$ cat config.mk
export PLATFORM = sky130hd
export DESIGN_NAME = cla_sub16_pipe
export DESIGN_NICKNAME = d
export VERILOG_FILES = /design/src/rtl/cla_sub16_pipe.sv
export SDC_FILE = /design/constraint.sdc
export NUM_CORES = 1
export LEC_CHECK = 0
export CAP_MARGIN = 25
export CORE_MARGIN = 4
export CORE_UTILIZATION = 45
export DETAILED_ROUTE_END_ITERATION = 12
export PLACE_DENSITY = 0.75
export SLEW_MARGIN = 30
export SYNTH_ARGS = -nofsm -noshare
export SYNTH_HDL_FRONTEND = slang
export SYNTH_SLANG_ARGS = --single-unit
export TNS_END_PERCENT = 20
$ cat constraint.sdc
create_clock -name clk -period 2.6 [get_ports clk]
set_input_delay 0.26 -clock clk [delete_from_list [all_inputs] [get_ports clk]]
set_output_delay 0.26 -clock clk [all_outputs]
set_load 0.005 [all_outputs]
$ cat src/rtl/cla_sub16_pipe.sv
// Two-stage pipelined 16-bit subtractor D = A - B - Bin built from 4-bit lookahead groups.
// Optional V/Z flags are enabled by defining CLA_SUB_FLAGS_EN.
module cla_sub16_pipe (
  input  logic        clk,
  input  logic        rst_n,
  input  logic        in_valid,
  output logic        in_ready,
  input  logic [15:0] A,
  input  logic [15:0] B,
  input  logic        Bin,
  output logic        out_valid,
  input  logic        out_ready,
  output logic [15:0] D,
  output logic        Bout,
  output logic        V,
  output logic        Z
);

  typedef struct packed {
    logic [3:0] sum;
    logic       gp;
    logic       gg;
  } grp4_t;

  typedef struct packed {
    logic [7:0] sum;
    logic       cout;
  } byte_t;

  // One 4-bit lookahead group; bn is the already-inverted subtrahend nibble.
  function automatic grp4_t cla4(input logic [3:0] a, input logic [3:0] bn, input logic cin);
    logic [3:0] p;
    logic [3:0] g;
    logic [3:0] c;
    grp4_t      r;
    p    = a ^ bn;
    g    = a & bn;
    c[0] = cin;
    c[1] = g[0] | (p[0] & cin);
    c[2] = g[1] | (p[1] & g[0]) | (p[1] & p[0] & cin);
    c[3] = g[2] | (p[2] & g[1]) | (p[2] & p[1] & g[0]) | (p[2] & p[1] & p[0] & cin);
    r.sum = p ^ c;
    r.gp  = &p;
    r.gg  = g[3] | (p[3] & g[2]) | (p[3] & p[2] & g[1]) | (p[3] & p[2] & p[1] & g[0]);
    return r;
  endfunction

  // Two groups combined through their group propagate/generate terms.
  function automatic byte_t cla8(input logic [7:0] a, input logic [7:0] bn, input logic cin);
    grp4_t lo;
    grp4_t hi;
    logic  c4;
    byte_t r;
    lo     = cla4(a[3:0], bn[3:0], cin);
    c4     = lo.gg | (lo.gp & cin);
    hi     = cla4(a[7:4], bn[7:4], c4);
    r.sum  = {hi.sum, lo.sum};
    r.cout = hi.gg | (hi.gp & lo.gg) | (hi.gp & lo.gp & cin);
    return r;
  endfunction

  logic       s1_valid_q, s1_valid_d;
  logic [7:0] s1_d_lo_q, s1_d_lo_d;
  logic       s1_borrow_q, s1_borrow_d;
  logic [7:0] s1_a_hi_q, s1_a_hi_d;
  logic [7:0] s1_b_hi_q, s1_b_hi_d;

  logic        s2_valid_q, s2_valid_d;
  logic [15:0] s2_d_q, s2_d_d;
  logic        s2_bout_q, s2_bout_d;

  logic  s2_load;
  logic  s1_load;
  logic  accept;
  byte_t lo_res;
  byte_t hi_res;

  assign s2_load  = ~s2_valid_q | out_ready;
  assign s1_load  = ~s1_valid_q | s2_load;
  // Gated by rst_n so nothing is offered while reset is held.
  assign in_ready = rst_n & s1_load;
  assign accept   = in_valid & in_ready;

  always_comb begin
    lo_res      = cla8(A[7:0], ~B[7:0], ~Bin);
    s1_valid_d  = s1_valid_q;
    s1_d_lo_d   = s1_d_lo_q;
    s1_borrow_d = s1_borrow_q;
    s1_a_hi_d   = s1_a_hi_q;
    s1_b_hi_d   = s1_b_hi_q;
    if (s1_load) begin
      s1_valid_d = accept;
    end
    if (accept) begin
      s1_d_lo_d   = lo_res.sum;
      s1_borrow_d = ~lo_res.cout;
      s1_a_hi_d   = A[15:8];
      s1_b_hi_d   = B[15:8];
    end
  end

  always_comb begin
    hi_res     = cla8(s1_a_hi_q, ~s1_b_hi_q, ~s1_borrow_q);
    s2_valid_d = s2_valid_q;
    s2_d_d     = s2_d_q;
    s2_bout_d  = s2_bout_q;
    if (s2_load) begin
      s2_valid_d = s1_valid_q;
      if (s1_valid_q) begin
        s2_d_d    = {hi_res.sum, s1_d_lo_q};
        s2_bout_d = ~hi_res.cout;
      end
    end
  end

  always_ff @(posedge clk or negedge rst_n) begin
    if (!rst_n) begin
      s1_valid_q  <= 1'b0;
      s1_d_lo_q   <= 8'h00;
      s1_borrow_q <= 1'b0;
      s1_a_hi_q   <= 8'h00;
      s1_b_hi_q   <= 8'h00;
      s2_valid_q  <= 1'b0;
      s2_d_q      <= 16'h0000;
      s2_bout_q   <= 1'b0;
    end else begin
      s1_valid_q  <= s1_valid_d;
      s1_d_lo_q   <= s1_d_lo_d;
      s1_borrow_q <= s1_borrow_d;
      s1_a_hi_q   <= s1_a_hi_d;
      s1_b_hi_q   <= s1_b_hi_d;
      s2_valid_q  <= s2_valid_d;
      s2_d_q      <= s2_d_d;
      s2_bout_q   <= s2_bout_d;
    end
  end

`ifdef CLA_SUB_FLAGS_EN
  logic s2_v_q, s2_v_d;
  logic s2_z_q, s2_z_d;

  // Sign bits of A/B come from the stage-1 high operand registers.
  always_comb begin
    s2_v_d = s2_v_q;
    s2_z_d = s2_z_q;
    if (s2_load && s1_valid_q) begin
      s2_v_d = (s1_a_hi_q[7] ^ s1_b_hi_q[7]) & (hi_res.sum[7] ^ s1_a_hi_q[7]);
      s2_z_d = ~(|{hi_res.sum, s1_d_lo_q});
    end
  end

  always_ff @(posedge clk or negedge rst_n) begin
    if (!rst_n) begin
      s2_v_q <= 1'b0;
      s2_z_q <= 1'b0;
    end else begin
      s2_v_q <= s2_v_d;
      s2_z_q <= s2_z_d;
    end
  end

  assign V = s2_v_q;
  assign Z = s2_z_q;
`else
  assign V = 1'b0;
  assign Z = 1'b0;
`endif

  assign out_valid = s2_valid_q;
  assign D         = s2_d_q;
  assign Bout      = s2_bout_q;

endmodule

==> results.yml <==
status:
  outcome: "complete, no violations"
sta:
  slew_headroom_pct: 62.96
  final-setup-viol-count: 0
  fin_skew_ns: 0.01153
  period_share_pct: 89.43
  fin_ws_ns: 0.2748
  finalHoldViolCount: 0
  fin_crit_ns: 2.325
  tightest_slew_ns: 0.5543
  grt_setup_unrepaired: "false"
  max_freq_ghz: 0.4301
  drv_slew: 0
floorplan:
  row_count: 25
  io_pins: 58
  initial_core_util_pct: 47.97
  core_area_um2: 4848
  die_y_um: 79.90
  die-area_um2: 6383
  die_w_um: 79.90
clock_tree:
  ctsHoldBuffers: 0
  cts_root_buffer: "clkbuf_8"
  cts_resized: 0
  cts_tree: "done"
  cts_buffers: 5
  cts_buffer_depth: 2
  clk_latency_ns: 0.30
  cts_setup_buffers: 0
  htree_levels: 2
  clock-sinks: 44
  clk_pin_slew_ns: 0.09
critical_path:
  required_ns: 2.80
  cp-startpoint: "B[0]"
  r2r_slack_ns: 0.51
  reg2reg_from: "s1_a_hi_q[1]$_DFFE_PN0P_"
  worstPathMaxFanout: 2
  end_kind: "flip-flop"
  worstPathArrival_ns: 2.53
  crit_type: "in2reg"
  worstSetupEndpoint: "s1_d_lo_q[4]$_DFFE_PN0P_"
  worst_setup_path_start_kind: "primary input"
  reg2reg_to: "D[13]$_DFFE_PN0P_"
  r2r.worst_path.cells: 7
route:
  vias_per_cell: 4.799
  dr.pass1.iters: 4
  post_drt_wl_per_cell_um: 12.85
  ant_nets: 0
  drtIter0Drc: 82
  wirelength_mm: 4.612
  route.vias.total: 1723
  drc: 0
yosys:
  syn_area_per_cell_um2: 10.07
  netlist.area_leader.share_pct: 47.34
  synthArstFlopShare_pct: 100.0
  syn_area_um2: 2326
  synth_area_leader_cell: "dfrtp_1"
  synthTopCellsByArea: "dfrtp_1 47%, ha_1 8.6%, nand2_1 8.1%, o21ai_0 5.6%, mux2_2 3.9%"
  yosysUniqueCellTypes: 39
  synthCells: 231
  yosysSeqAreaShare_pct: 47.34
  synth-warning-count: 0
  synth_edf_count: 0
  synth-seq-cells: 44
  synth_flop_cell: "dfrtp_1"
min_path:
  hp-class: "in2async"
finish:
  layout-drive-gt1-share_pct: 11.30
  layout.nets: 348
  fillers: 420
  seqCellArea_um2: 1101
  finalInstanceArea_um2: 3084
  multi_input_area_um2: 1100
  syn_to_final_growth_pct: 32.60
  antenna_cells: 0
placed_design:
  place_congestion: 0.8145
  dp_hpwl_mm: 3.589
  io_buffers: 55
  place_area_um2: 2958
  pre_cts_ws_ns: -0.02235
grt:
  grt_pass1_wl_mm: 7.734
  grt_max_degree: 46
  grt_pass1_vias: 1704
  antenna_found_initial: 0
  grtUsageTotal_pct: 15.67
  grt_overflow: 0
power_and_ir_drop:
  switchingPower_mw: 0.6628
  leakagePower_nw: 1.458
  pwr-share-comb_pct: 34.0
  p_sw_share_pct: 28.39
  internal_power_mw: 1.672
  p_seq_share_pct: 41.7
  pwr_density_cell_nw_per_um2: 756.9
  clockPowerShare_pct: 24.3
  finalPower_mw: 2.335
  ir_drop_uv: 385.9
job:
  drv_cap: 0
-- kinds of logic after synthesis --
family	synth area share, %
AND/OR/NAND/NOR	12.75
AO/OA/AOI/OAI	14.90
flip-flops	47.34
buffers and inverters	5.540
adder cells (fa/ha/maj)	12.05
XOR/XNOR	3.389
multiplexers	3.873
other	0.1612
-- cell usage in the layout (no fill, tap or decap), types with 2 or more instances in the layout --
cell and n:
clkdlybuf4s50_1 54, nand2_1 50, dfrtp_1 44, o21ai_0 26
inv_1 22, ha_1 16, mux2_2 8, clkbuf_8 7
xor2_1 6, buf_4 6, nand2b_1 4, nor2_1 4
o31ai_1 4, fa_1 4, a21oi_1 3, a21oi_2 3
xnor2_1 3, o21a_1 2, and3_1 2, nor3_1 2
conb_1 2
-- cell usage after synthesis (all sizes together), types with 2 or more instances --
library cell	count
o21a	2
a21oi	6
xor2	6
nor2	4
nand2b	4
a21o	2
clkbuf	3
nand2	50
nor3	2
xnor2	3
o31ai	5
dfrtp	44
inv	22
ha	16
fa	4
o21ai	26
a211oi	2
buf	6
and3	2
o22ai	2
mux2	8
-- power by group through the flow --
stage / sequential [mW] / combinational, mW / clock [mW]
after floorplan: 0.973 / 0.399 / 0
after global placement: 0.982 / 0.776 / 0
after detailed placement: 0.990 / 0.800 / 0
after CTS: 0.979 / 0.808 / 0.580
after global routing: 1.00 / 0.890 / 0.609
final: 0.974 / 0.794 / 0.566
-- critical path: stages --
cell and delay, ns:
clkdlybuf4s50_1 0.51, inv_1 0.05, ha_1 0.26, nor2b_4 0.13, o31a_4 0.27, or2_2 0.28, a21oi_1 0.18, fa_1 0.42
o21ai_0 0.16
-- stage by stage --
stage / cells / TNS [ns] / utilization [%] / hold WS (ns)
2_1_floorplan: 232 / 0 / - / -0.03559
3_3_place_gp: 351 / 0 / 61.01 / 0.3817
3_5_place_dp: 351 / -0.02235 / 61.01 / 0.3848
4_1_cts: 359 / 0 / 63.61 / 0.05654
5_1_grt: 359 / 0 / 63.61 / 0.09127
6_report: 359 / 0 / 63.61 / 0.04090
-- worst min-delay path by stage --
stage / start / slack, ns / to
6_report: rst_n / 0.04 / D[5]$_DFFE_PN0P_
5_1_grt: rst_n / 0.09 / D[5]$_DFFE_PN0P_
4_1_cts: rst_n / 0.06 / D[14]$_DFFE_PN0P_
3_5_place_dp: rst_n / 0.38 / s1_d_lo_q[2]$_DFFE_PN0P_
3_3_place_gp: rst_n / 0.38 / s1_d_lo_q[2]$_DFFE_PN0P_
2_1_floorplan: rst_n / -0.04 / Bout$_DFFE_PN0P_
-- metal layers --
layer	global-route usage [%]	share of wire (%)	up-vias	wire, um
met3	2.596	3.5	8	161
li1	-	-	885	-
met2	24.67	49	34	2256
met4	7.601	1.9	0	86
met1	20.87	46	796	2107
met5	0	0	-	0
-- layout make-up --
| cell class | count | area share, % |
|---|---|---|
| flip-flops and latches | 44 | 35.70 |
| multi-input cells | 157 | 35.66 |
| repair buffers | 61 | 19.15 |
| clock buffers | 7 | 3.124 |
| well taps | 67 | 2.718 |
| inverters | 22 | 2.677 |
| clock inverters | 1 | 0.9736 |
-- registers in the layout (all words and copies together) (netlist names) --
| signal | count |
|---|---|
| s1_a_hi_q | 8 |
| s1_valid_q | 1 |
| s1_borrow_q | 1 |
| D | 16 |
| s1_d_lo_q | 8 |
| s1_b_hi_q | 8 |
| out_valid | 1 |
| Bout | 1 |
Note: power is estimated with default switching activity, not from simulation.
